$ cat src/rtl/b_mult_seq.sv
// b_mult_seq: sequential shift-add multiplier, signed/unsigned, with abort.
// Optional accumulate mode (MADD/MADDU) is enabled by defining B_MULT_ACCUM_EN.
module b_mult_seq #(
    parameter int WIDTH = 32
) (
    input  logic             i_sys_clock,
    input  logic             i_sys_reset_n,
    input  logic             i_b_mult_start,
    input  logic             i_b_mult_signed,
    input  logic             i_b_mult_abort,
`ifdef B_MULT_ACCUM_EN
    input  logic             i_b_mult_acc,
`endif
    input  logic [WIDTH-1:0] i_b_mult_a_in,
    input  logic [WIDTH-1:0] i_b_mult_b_in,
    output logic             o_b_mult_busy,
    output logic             o_b_mult_done,
    output logic [WIDTH-1:0] o_b_mult_hi,
    output logic [WIDTH-1:0] o_b_mult_lo
);
    localparam int CW = $clog2(WIDTH + 1);

    typedef enum logic [1:0] {IDLE, RUN, FIN} state_t;

    state_t             state, state_nxt;
    logic [WIDTH-1:0]   mcand, mplier, a_mag, b_mag;
    logic [2*WIDTH-1:0] prod, prod_fix, result;
    logic [CW-1:0]      count;
    logic               neg_flag, accept;
`ifdef B_MULT_ACCUM_EN
    logic               acc_flag;
`endif

    // operand magnitudes, accept qualifier and sign/accumulate-corrected result
    always_comb begin
        a_mag    = (i_b_mult_signed && i_b_mult_a_in[WIDTH-1]) ? -i_b_mult_a_in : i_b_mult_a_in;
        b_mag    = (i_b_mult_signed && i_b_mult_b_in[WIDTH-1]) ? -i_b_mult_b_in : i_b_mult_b_in;
        accept   = (state == IDLE) && i_b_mult_start && !i_b_mult_abort;
        prod_fix = neg_flag ? -prod : prod;
`ifdef B_MULT_ACCUM_EN
        result   = acc_flag ? {o_b_mult_hi, o_b_mult_lo} + prod_fix : prod_fix;
`else
        result   = prod_fix;
`endif
    end

    // state register
    always_ff @(posedge i_sys_clock or negedge i_sys_reset_n) begin
        if (!i_sys_reset_n) state <= IDLE;
        else                state <= state_nxt;
    end

    // next state; abort always returns to IDLE, even over FIN completion
    always_comb begin
        state_nxt     = IDLE;
        o_b_mult_busy = (state != IDLE);
        case (state)
            IDLE:    state_nxt = accept ? RUN : IDLE;
            RUN:     state_nxt = i_b_mult_abort ? IDLE : (count == CW'(WIDTH - 1)) ? FIN : RUN;
            default: state_nxt = IDLE;
        endcase
    end

    // datapath: latch operands on accept, one shift-add step per RUN cycle, write back in FIN
    always_ff @(posedge i_sys_clock or negedge i_sys_reset_n) begin
        if (!i_sys_reset_n) begin
            mcand         <= '0;
            mplier        <= '0;
            prod          <= '0;
            count         <= '0;
            neg_flag      <= 1'b0;
`ifdef B_MULT_ACCUM_EN
            acc_flag      <= 1'b0;
`endif
            o_b_mult_done <= 1'b0;
            o_b_mult_hi   <= '0;
            o_b_mult_lo   <= '0;
        end else begin
            o_b_mult_done <= 1'b0;
            if (accept) begin
                mcand    <= a_mag;
                mplier   <= b_mag;
                neg_flag <= i_b_mult_signed & (i_b_mult_a_in[WIDTH-1] ^ i_b_mult_b_in[WIDTH-1]);
                prod     <= '0;
                count    <= '0;
`ifdef B_MULT_ACCUM_EN
                acc_flag <= i_b_mult_acc;
`endif
            end else if (state == RUN && !i_b_mult_abort) begin
                if (mplier[0]) prod <= prod + ({{WIDTH{1'b0}}, mcand} << count);
                mplier <= mplier >> 1;
                count  <= count + 1'b1;
            end else if (state == FIN && !i_b_mult_abort) begin
                {o_b_mult_hi, o_b_mult_lo} <= result;
                o_b_mult_done <= 1'b1;
            end
        end
    end
endmodule

$ cat config.mk
export PLATFORM = sky130hd
export DESIGN_NAME = b_mult_seq
export DESIGN_NICKNAME = d
export VERILOG_FILES = /design/src/rtl/b_mult_seq.sv
export SDC_FILE = /design/constraint.sdc
export NUM_CORES = 1
export LEC_CHECK = 0
export CAP_MARGIN = 10
export CORE_MARGIN = 2
export CORE_UTILIZATION = 38
export DETAILED_ROUTE_END_ITERATION = 10
export DONT_BUFFER_PORTS = 1
export GPL_TIMING_DRIVEN = 0
export PLACE_DENSITY = 0.52
export REMOVE_ABC_BUFFERS = 1
export SETUP_SLACK_MARGIN = 0.1
export SKIP_LAST_GASP = 1
export SLEW_MARGIN = 30
export SYNTH_ARGS = -nofsm -noshare
export SYNTH_HDL_FRONTEND = slang
export SYNTH_SLANG_ARGS = --single-unit
$ cat constraint.sdc
create_clock -name i_sys_clock -period 9.8 [get_ports i_sys_clock]
set_input_delay 0.98 -clock i_sys_clock [delete_from_list [all_inputs] [get_ports i_sys_clock]]
set_output_delay 0.98 -clock i_sys_clock [all_outputs]
set_load 0.02 [all_outputs]
# Word-level counts from Yosys, hierarchy flattened
# Index checks and enable logic that the tools add are counted.
# totals
register_bits	202
output_inout_bits	66
elab_cells	52
# classes
add_sub_neg	5
eq_ne	3
n_shift	1
muxes	17
bitwise_logic	4
reduce_logical	13
# op_table
operator	count
$mux 64	4
$mux 32	4
$add 64x64->64	1
$neg 32->32	2
$neg 64->64	1
$shl 32x6->64	1
$mux 6	2
$add 6x1->6 const B	1
$eq 6x5->1 const B	1
$logic_and 1x1->1	6
$reduce_bool 2->1	3
$mux 1	4
$mux 2	2
$pmux 2 s2	1
$reduce_and 3->1	1
$eq 2x1->1 const B	1
$eq 2x2->1 const B	1
$logic_not 2->1	1
$not 1->1	2
$reduce_and 2->1	1
$and 1x1->1	1
$logic_not 1->1	1
$xor 1x1->1	1

# Logic depth before layout (Yosys ltp)
# depth
ltp_word	5
mapped_depth	24
mapped_depth_nobuf	20

# Worst setup path after synthesis
# OpenSTA, ideal clock, no wires.
# synth_path
path_kind	reg2reg
start	register count[0]
end	register prod[48]
setup_ns	0.133
arrival_ns	4.869
setup_slack_ns	4.798
path_stages_with_launch	21
n_path_buf	4
synth_period_minus_slack_ns	5.002
cell_sequence	dfrtp_1 buf_2 buf_2 buf_1 mux4_2 a22oi_1 mux2i_1 a21oi_1 o22ai_1 ha_1 clkbuf_1 a21o_1 a21o_1 a21oi_1 a21oi_1 a211o_1 or4_1 o21ai_0 o21bai_1 xnor2_1 o21ai_0
# synth_via
elab_chain_cells	5
# synth_rtl
element	line	rtl
start, declared	28	logic [CW-1:0] count;
start signal, assigned	92	count <= count + 1'b1;
$shl 32x6->64	90	if (mplier[0]) prod <= prod + ({{WIDTH{1'b0}}, mcand} << count);
$add 64x64->64	90	
$mux 64	90	
$mux 64	89	end else if (state == RUN && !i_b_mult_abort) begin
$mux 64	80	if (accept) begin
end signal, assigned	90	
end, declared	27	logic [2*WIDTH-1:0] prod, prod_fix, result;
# No other way between the ends. The select of a mux whose other input is x is not followed.
# A chain may end at the register's enable or synchronous reset.

# Final worst setup path
# layout_path
start	register count[4]
end	register prod[52]
# The elaborated chain is that of the path after synthesis.

==> flow_metrics.env <==
export IMPL_ys_flop_type="dfrtp_1"
export IMPL_synth_top_cell_area_share_pct=31.4
export IMPL_mostFrequentLayoutCell="nand2_1"
export IMPL_cp_start_kind="register"
export IMPL_clkSlewWorstSetupHoldPaths_ns=0.06
export IMPL_core_area_um2=41900
export IMPL_port_buffers=0
export IMPL_critPathMaxFanout=38
export IMPL_wl_per_cell_um=18.5
export IMPL_firstDrtPassIters=5
export IMPL_row_count=75
export IMPL_reg2regPathDepth=16
export IMPL_post_cts_buffers=0
export IMPL_outcome="finished, final reports clean"
export IMPL_power_density_nw_per_um2=239
export IMPL_yosys_top_cells_area="dfrtp_1 31%, o21ai_0 8.0%, nand2_1 7.2%, xor2_1 6.3%, ha_1 5.2%"
export IMPL_max_freq_mhz=172
export IMPL_grt_pass1_vias=13474
export IMPL_die_area_um2=44000
export IMPL_die_w_um=210
export IMPL_utilization_pct=41.9
export IMPL_postSynth_asyncResetShare_pct=100
export IMPL_met1_usage_pct=30.3
export IMPL_fin_crit_ns=5.82
export IMPL_initial_core_util_pct=38.4
export IMPL_synth_edf_count=0
export IMPL_slew_headroom_pct=42.5
export IMPL_cp_depth=16
export IMPL_timing_hold_ws_ns=0.151
export IMPL_grt_overflow_total=0
export IMPL_grt_max_degree=203
export IMPL_ys_seq_area_share_pct=31.4
export IMPL_skew_ns=0.00822
export IMPL_cpPeakStageDelay_ns=0.66
export IMPL_final_max_slew_viol_count=0
export IMPL_slowest_stage="inv_2"
export IMPL_r2r_slack_ns=3.98
export IMPL_area_delta_synth_final_pct=8.97
export IMPL_tns_ns=0
export IMPL_worstSetupStartpoint="count[4]$_DFFE_PN0P_"
export IMPL_diodes=0
export IMPL_crit_path_end="prod[52]$_DFFE_PN0P_"
export IMPL_clock_sinks=202
export IMPL_grt_use_met3_pct=2.26
export IMPL_wl_mm=46.1
export IMPL_r2r_start="count[4]$_DFFE_PN0P_"
export IMPL_num_nets_final=2074
export IMPL_fillers=4325
export IMPL_crit_type="register to register"
export IMPL_gp_congestion=0.913
export IMPL_synthesis_area_um2=16100
export IMPL_antenna_left=0
export IMPL_post_cts_resized=0
export IMPL_cpLargestDelayFamily="compound AO/OA/AOI/OAI gates"
export IMPL_path_cells="inv_2, nand2_1, nor2_1, ha_1, inv_1, fa_1, nand2b_1, a21o_1, a211o_1, a211oi_1, o2111ai_1, a21boi_0, o21ai_0, o41ai_1, xnor2_1, o21ai_0"
export IMPL_hpwlAfterDp_mm=35.4
export IMPL_drt_vias_per_instance=5.63
export IMPL_drtIter0Drc=1007
export IMPL_crit_buf_inv=2
export IMPL_grt_pass1_wl_mm=74.8
export IMPL_cts_htree_levels=1
export IMPL_max_slew_worst_pin_slew_ns=0.856
export IMPL_grt_most_used_layer="met2"
export IMPL_cts_root_buf="clkbuf_16"
export IMPL_gr_usage_met2_pct=33.6
export IMPL_fin_area_um2=17500
export IMPL_vias=14042
export IMPL_max_cap_violations=0
export IMPL_crit_path_frequent_cell="o21ai_0"
export IMPL_syn_mean_instance_area_um2=7.99
export IMPL_setup_viol=0
export IMPL_final_cell_mix="307 x nand2_1, 257 x o21ai_0, 196 x dfrtp_1, 146 x nor2_1, 116 x xor2_1"
export IMPL_globalRouteTotalUtil_pct=20.9
export IMPL_yosys_register_bits=202
export IMPL_cts_hold_fix_buffers=0
export IMPL_ir_drop_uv=125
export IMPL_grt_setup_unrepaired="false"
export IMPL_arrival_ns=6.24
export IMPL_placed_area_um2=16600
export IMPL_clock_latency_ns=0.54
export IMPL_yosysTopAreaCell="dfrtp_1"
export IMPL_tritoncts="yes"
export IMPL_cts_made_buffers=25
export IMPL_ys_types=69
export IMPL_cts_buffer_depth=3
export IMPL_syn_inst=2013
export IMPL_hp_class="input pin to asynchronous set/reset pin"
export IMPL_hold_viol_final=0
export IMPL_antenna_found_initial=0
export IMPL_required_ns=10.21
export IMPL_leakagePower_nw=7.53
export IMPL_yosys_warnings=0
export IMPL_min_period_over_period_pct=59.4
export IMPL_drt_drc_violations_left=0
export IMPL_r2r_end="prod[52]$_DFFE_PN0P_"
export IMPL_pin_count=135
export IMPL_drive_gt1_share_pct=6.75
export IMPL_setup_worst_path_end_class="register"
export IMPL_die_h_um=210
-- cells in the mapped netlist (all sizes together) (15+ instances only) --
| library cell | n |
|---|---|
| nand2 | 309 |
| o21ai | 261 |
| dfrtp | 202 |
| nor2 | 146 |
| xor2 | 116 |
| a21oi | 112 |
| clkbuf | 101 |
| nand3 | 95 |
| ha | 67 |
| xnor2 | 65 |
| a31oi | 46 |
| mux2i | 43 |
| a21o | 39 |
| inv | 29 |
| o31ai | 26 |
| and2 | 25 |
| buf | 24 |
| nor3 | 24 |
| mux4 | 23 |
| or3 | 20 |
| nor4 | 17 |
| o22ai | 17 |
| nand4 | 16 |
| nand2b | 15 |
-- logic make-up (layout without fill, tap and decap cells) --
group,Yosys count,after routing,share of synthesized area (%)
compound gates,592,592,21.9
xor+xnor,181,181,9.85
fa+ha+maj,68,68,5.34
buf+inv,155,98,3.63
flops,202,202,31.4
mux,80,80,6.88
simple gates,735,735,21.0
-- state kept, by name (all words and copies together) (netlist names) --
signal,flops
count,6
mcand,32
mplier,32
neg_flag,1
o_b_mult_done,1
o_b_mult_hi,32
o_b_mult_lo,32
prod,64
state,2
-- worst min-delay path by stage --
| stage | end | slack [ns] | cells after the start |
|---|---|---|---|
| finish | o_b_mult_lo[1]$_DFFE_PN0P_ | 0.15 | 0 |
| global route | o_b_mult_lo[1]$_DFFE_PN0P_ | 0.12 | 0 |
| CTS | o_b_mult_lo[1]$_DFFE_PN0P_ | 0.12 | 0 |
| detailed placement | mplier[31]$_DFFE_PN0P_ | 0.48 | 1 |
| global placement | mplier[31]$_DFFE_PN0P_ | 0.48 | 1 |
| floorplan | mplier[31]$_DFFE_PN0P_ | 0.46 | 1 |
-- per-layer routing --
metal	up-vias	wire, µm
li1	7112	-
met1	6609	22700
met2	271	20700
met3	50	1790
met4	0	890
met5	-	0
-- power by group --
part / internal (mW) / total, mW / switching, mW
sequential: 0.967 / 1.21 / 0.246
combinational: 0.781 / 1.94 / 1.16
clock: 0.643 / 1.03 / 0.392
total: 2.39 / 4.19 / 1.80
-- stage by stage --
| step | total power, mW | setup slack, ns | instances |
|---|---|---|---|
| 2_1_floorplan | 2.59 | 2.66 | 1888 |
| 3_3_place_gp | 3.14 | -0.502 | 2427 |
| 3_5_place_dp | 3.16 | 4.06 | 2449 |
| 4_1_cts | 4.22 | 4.03 | 2495 |
| 5_1_grt | 4.51 | 3.69 | 2495 |
| 6_report | 4.19 | 3.98 | 2495 |
-- area by class of cell --
class | count | area, µm² | area share (%)
sequential | 202 | 5070 | 28.9
multi-input combinational | 1656 | 10500 | 59.8
inverter | 30 | 113 | 0.642
timing repair buffer | 22 | 267 | 1.52
clock buffer | 27 | 653 | 3.73
tap | 539 | 674 | 3.85
clock inverter | 19 | 270 | 1.54
No activity file was read; power rests on OpenSTA's default activity.
==> variant: new RTL, same settings <==
Change the parameter `WIDTH` from 32 to 16.
--- a/src/rtl/b_mult_seq.sv
+++ b/src/rtl/b_mult_seq.sv
@@ -3,3 +3,3 @@
 module b_mult_seq #(
-    parameter int WIDTH = 32
+    parameter int WIDTH = 16
 ) (
Interface: changed (resized i_b_mult_a_in, i_b_mult_b_in, o_b_mult_hi and o_b_mult_lo); port bits go from 135 to 71. The function was not compared with the original's and may differ.
==> variant against the original RTL <==
Power down 52%. Die area down 51%. Cell count down 53%. Synthesized area down 52%. Design area down 53%. Wire length down 59%. Worst setup slack better by 1200 ps. Sequential cell count down 97. Largest cell class unchanged.
==> variant: results (changes against the original RTL) <==
Clock group=0.386 mW (was 1.03 mW); LEAKAGE=3.74 nW (was 7.53 nW); H-tree levels=3 (was 1); Met3 Wirelength=714 µm (was 1790 µm); met1 usage=25.9% (was 30.3%); Post-synth ARST share=100% (unchanged); NumNets Final=967 (was 2074); met2 wire len=8360 µm (was 20700 µm); Clock transition at path regs=80 ps (was 60 ps); Final GP Congestion=0.838 (was 0.913); ranking of synthesized cells by area=dfrtp_1 (34%), xor2_1 (6.4%), ha_1 (5.8%) (was dfrtp_1 (31%), o21ai_0 (8.0%), nand2_1 (7.2%)); GR Util met3=3.42% (was 2.26%); Met1 Wirelength=9540 µm (was 22700 µm); Logic pwr share=48.6% (was 46.3%); data arrival time of the critical path=4860 ps (was 6240 ps); worst r2r path cells=12 (was 16); postcts setup bufs=0 (unchanged); synth cell count leaders=dfrtp_1 (105), nand2_1 (89), nor2_1 (86), o21ai_0 (86), a21oi_1 (73) (was nand2_1 (309), o21ai_0 (257), dfrtp_1 (202)); pre-CTS setup slack=5060 ps (was 4060 ps); DPL Wire Length=13700 µm (was 35400 µm); Slowest cell on crit path=dfrtp_1 (was inv_2); GRT Overall Usage=17.9% (was 20.9%); Ant. Diodes=0 (unchanged); root buffer cell=clkbuf_16 (unchanged); Peak VDD IR=0.0000826 V (was 0.000125 V); status=complete, no violations (unchanged); predominant post-synthesis flop cell=dfrtp_1 (unchanged); number of global-route vias before repair=6116 (was 13500); met2 usage=27.8% (was 33.6%); post_cts resized=0 (unchanged); Worst slew margin=40.7% (was 42.5%); number of flip-flops in the largest register=32 (was 64); Biggest register=prod (unchanged); DRT iter0 DRCs=356 (was 1007); Max Buffers Root-to-Sink=2 (was 3); Vias/cell=5.44 (was 5.63); Pint=1.13 mW (was 2.39 mW); CP peak stage delay=930 ps (was 660 ps); proportion of layout cells with a drive suffix above 1=6.90% (was 6.75%); drt first pass iters=7 (was 5); worst min-delay path class=in2async (unchanged); clock latency on the worst-skew pair=360 ps (was 540 ps); top sig layer=met4 (unchanged); YS warnings=0 (unchanged); number of distinct library cells after synthesis=65 (was 69); Worst Skew=12.6 ps (was 8.22 ps); largest net degree at the start of global routing=106 (was 203); Wirelength per Cell=16.0 µm (was 18.5 µm); total clock buffers created by CTS=9 (was 25); register area share after synthesis=33.9% (was 31.4%); first-pass GRT wire length=31400 µm (was 74800 µm); CP max FO=24 (was 38)
==> variant: final cells by class <==
type                       count  area, µm²
clock buffer                   9        225
clock inverter                 7       81.3
fill                        2064      11900
inverter                      18       67.6
multi-input combinational    748       4890
sequential                   105       2630
tap                          270        338
timing repair buffer          11       85.1
==> variant: final timing paths <==
kind	from	endpoint	slack, ps
hold reg to reg	prod[31]	prod[31]	510
max in group asynchronous	i_sys_reset_n	count[1]	9330
min in group i_sys_clock	prod[31]	prod[31]	510
hold / removal	i_sys_reset_n	o_b_mult_lo[12]	310
setup / recovery	count[0]	prod[26]	5170
setup reg to reg	count[0]	prod[26]	5170
==> variant: kinds of logic (layout without fill, tap and decap cells) <==
logic type,count (synthesis),after routing,share of synthesized area (%)
XOR/XNOR,84,84,9.48
multiplexers,47,47,7.01
AND/OR/NAND/NOR,304,304,18.9
AO/OA/AOI/OAI,276,276,21.2
flip-flops,105,105,33.9
buffers and inverters,64,45,3.47
adder cells (fa/ha/maj),37,37,6.06
==> variant: critical path: cells and delay by family, from the launching register on <==
family / cells / cell delay (ps)
XOR/XNOR: 1 / 180
AND/OR/NAND/NOR: 3 / 720
multiplexers: 2 / 930
adder cells (fa/ha/maj): 1 / 330
AO/OA/AOI/OAI: 5 / 1400
flip-flops: 1 / 930
==> variant: metrics by stage <==
| step | total power [mW] | cells | area, µm² | hold slack (ps) |
|---|---|---|---|---|
| after floorplan | 1.39 | 871 | 7560 | 465 |
| after global placement | 1.62 | 1141 | 7900 | 483 |
| after detailed placement | 1.63 | 1152 | 8010 | 493 |
| after CTS | 2.03 | 1168 | 8320 | 296 |
| after global routing | 2.18 | 1168 | 8320 | 291 |
| final | 2.00 | 1168 | 8320 | 311 |
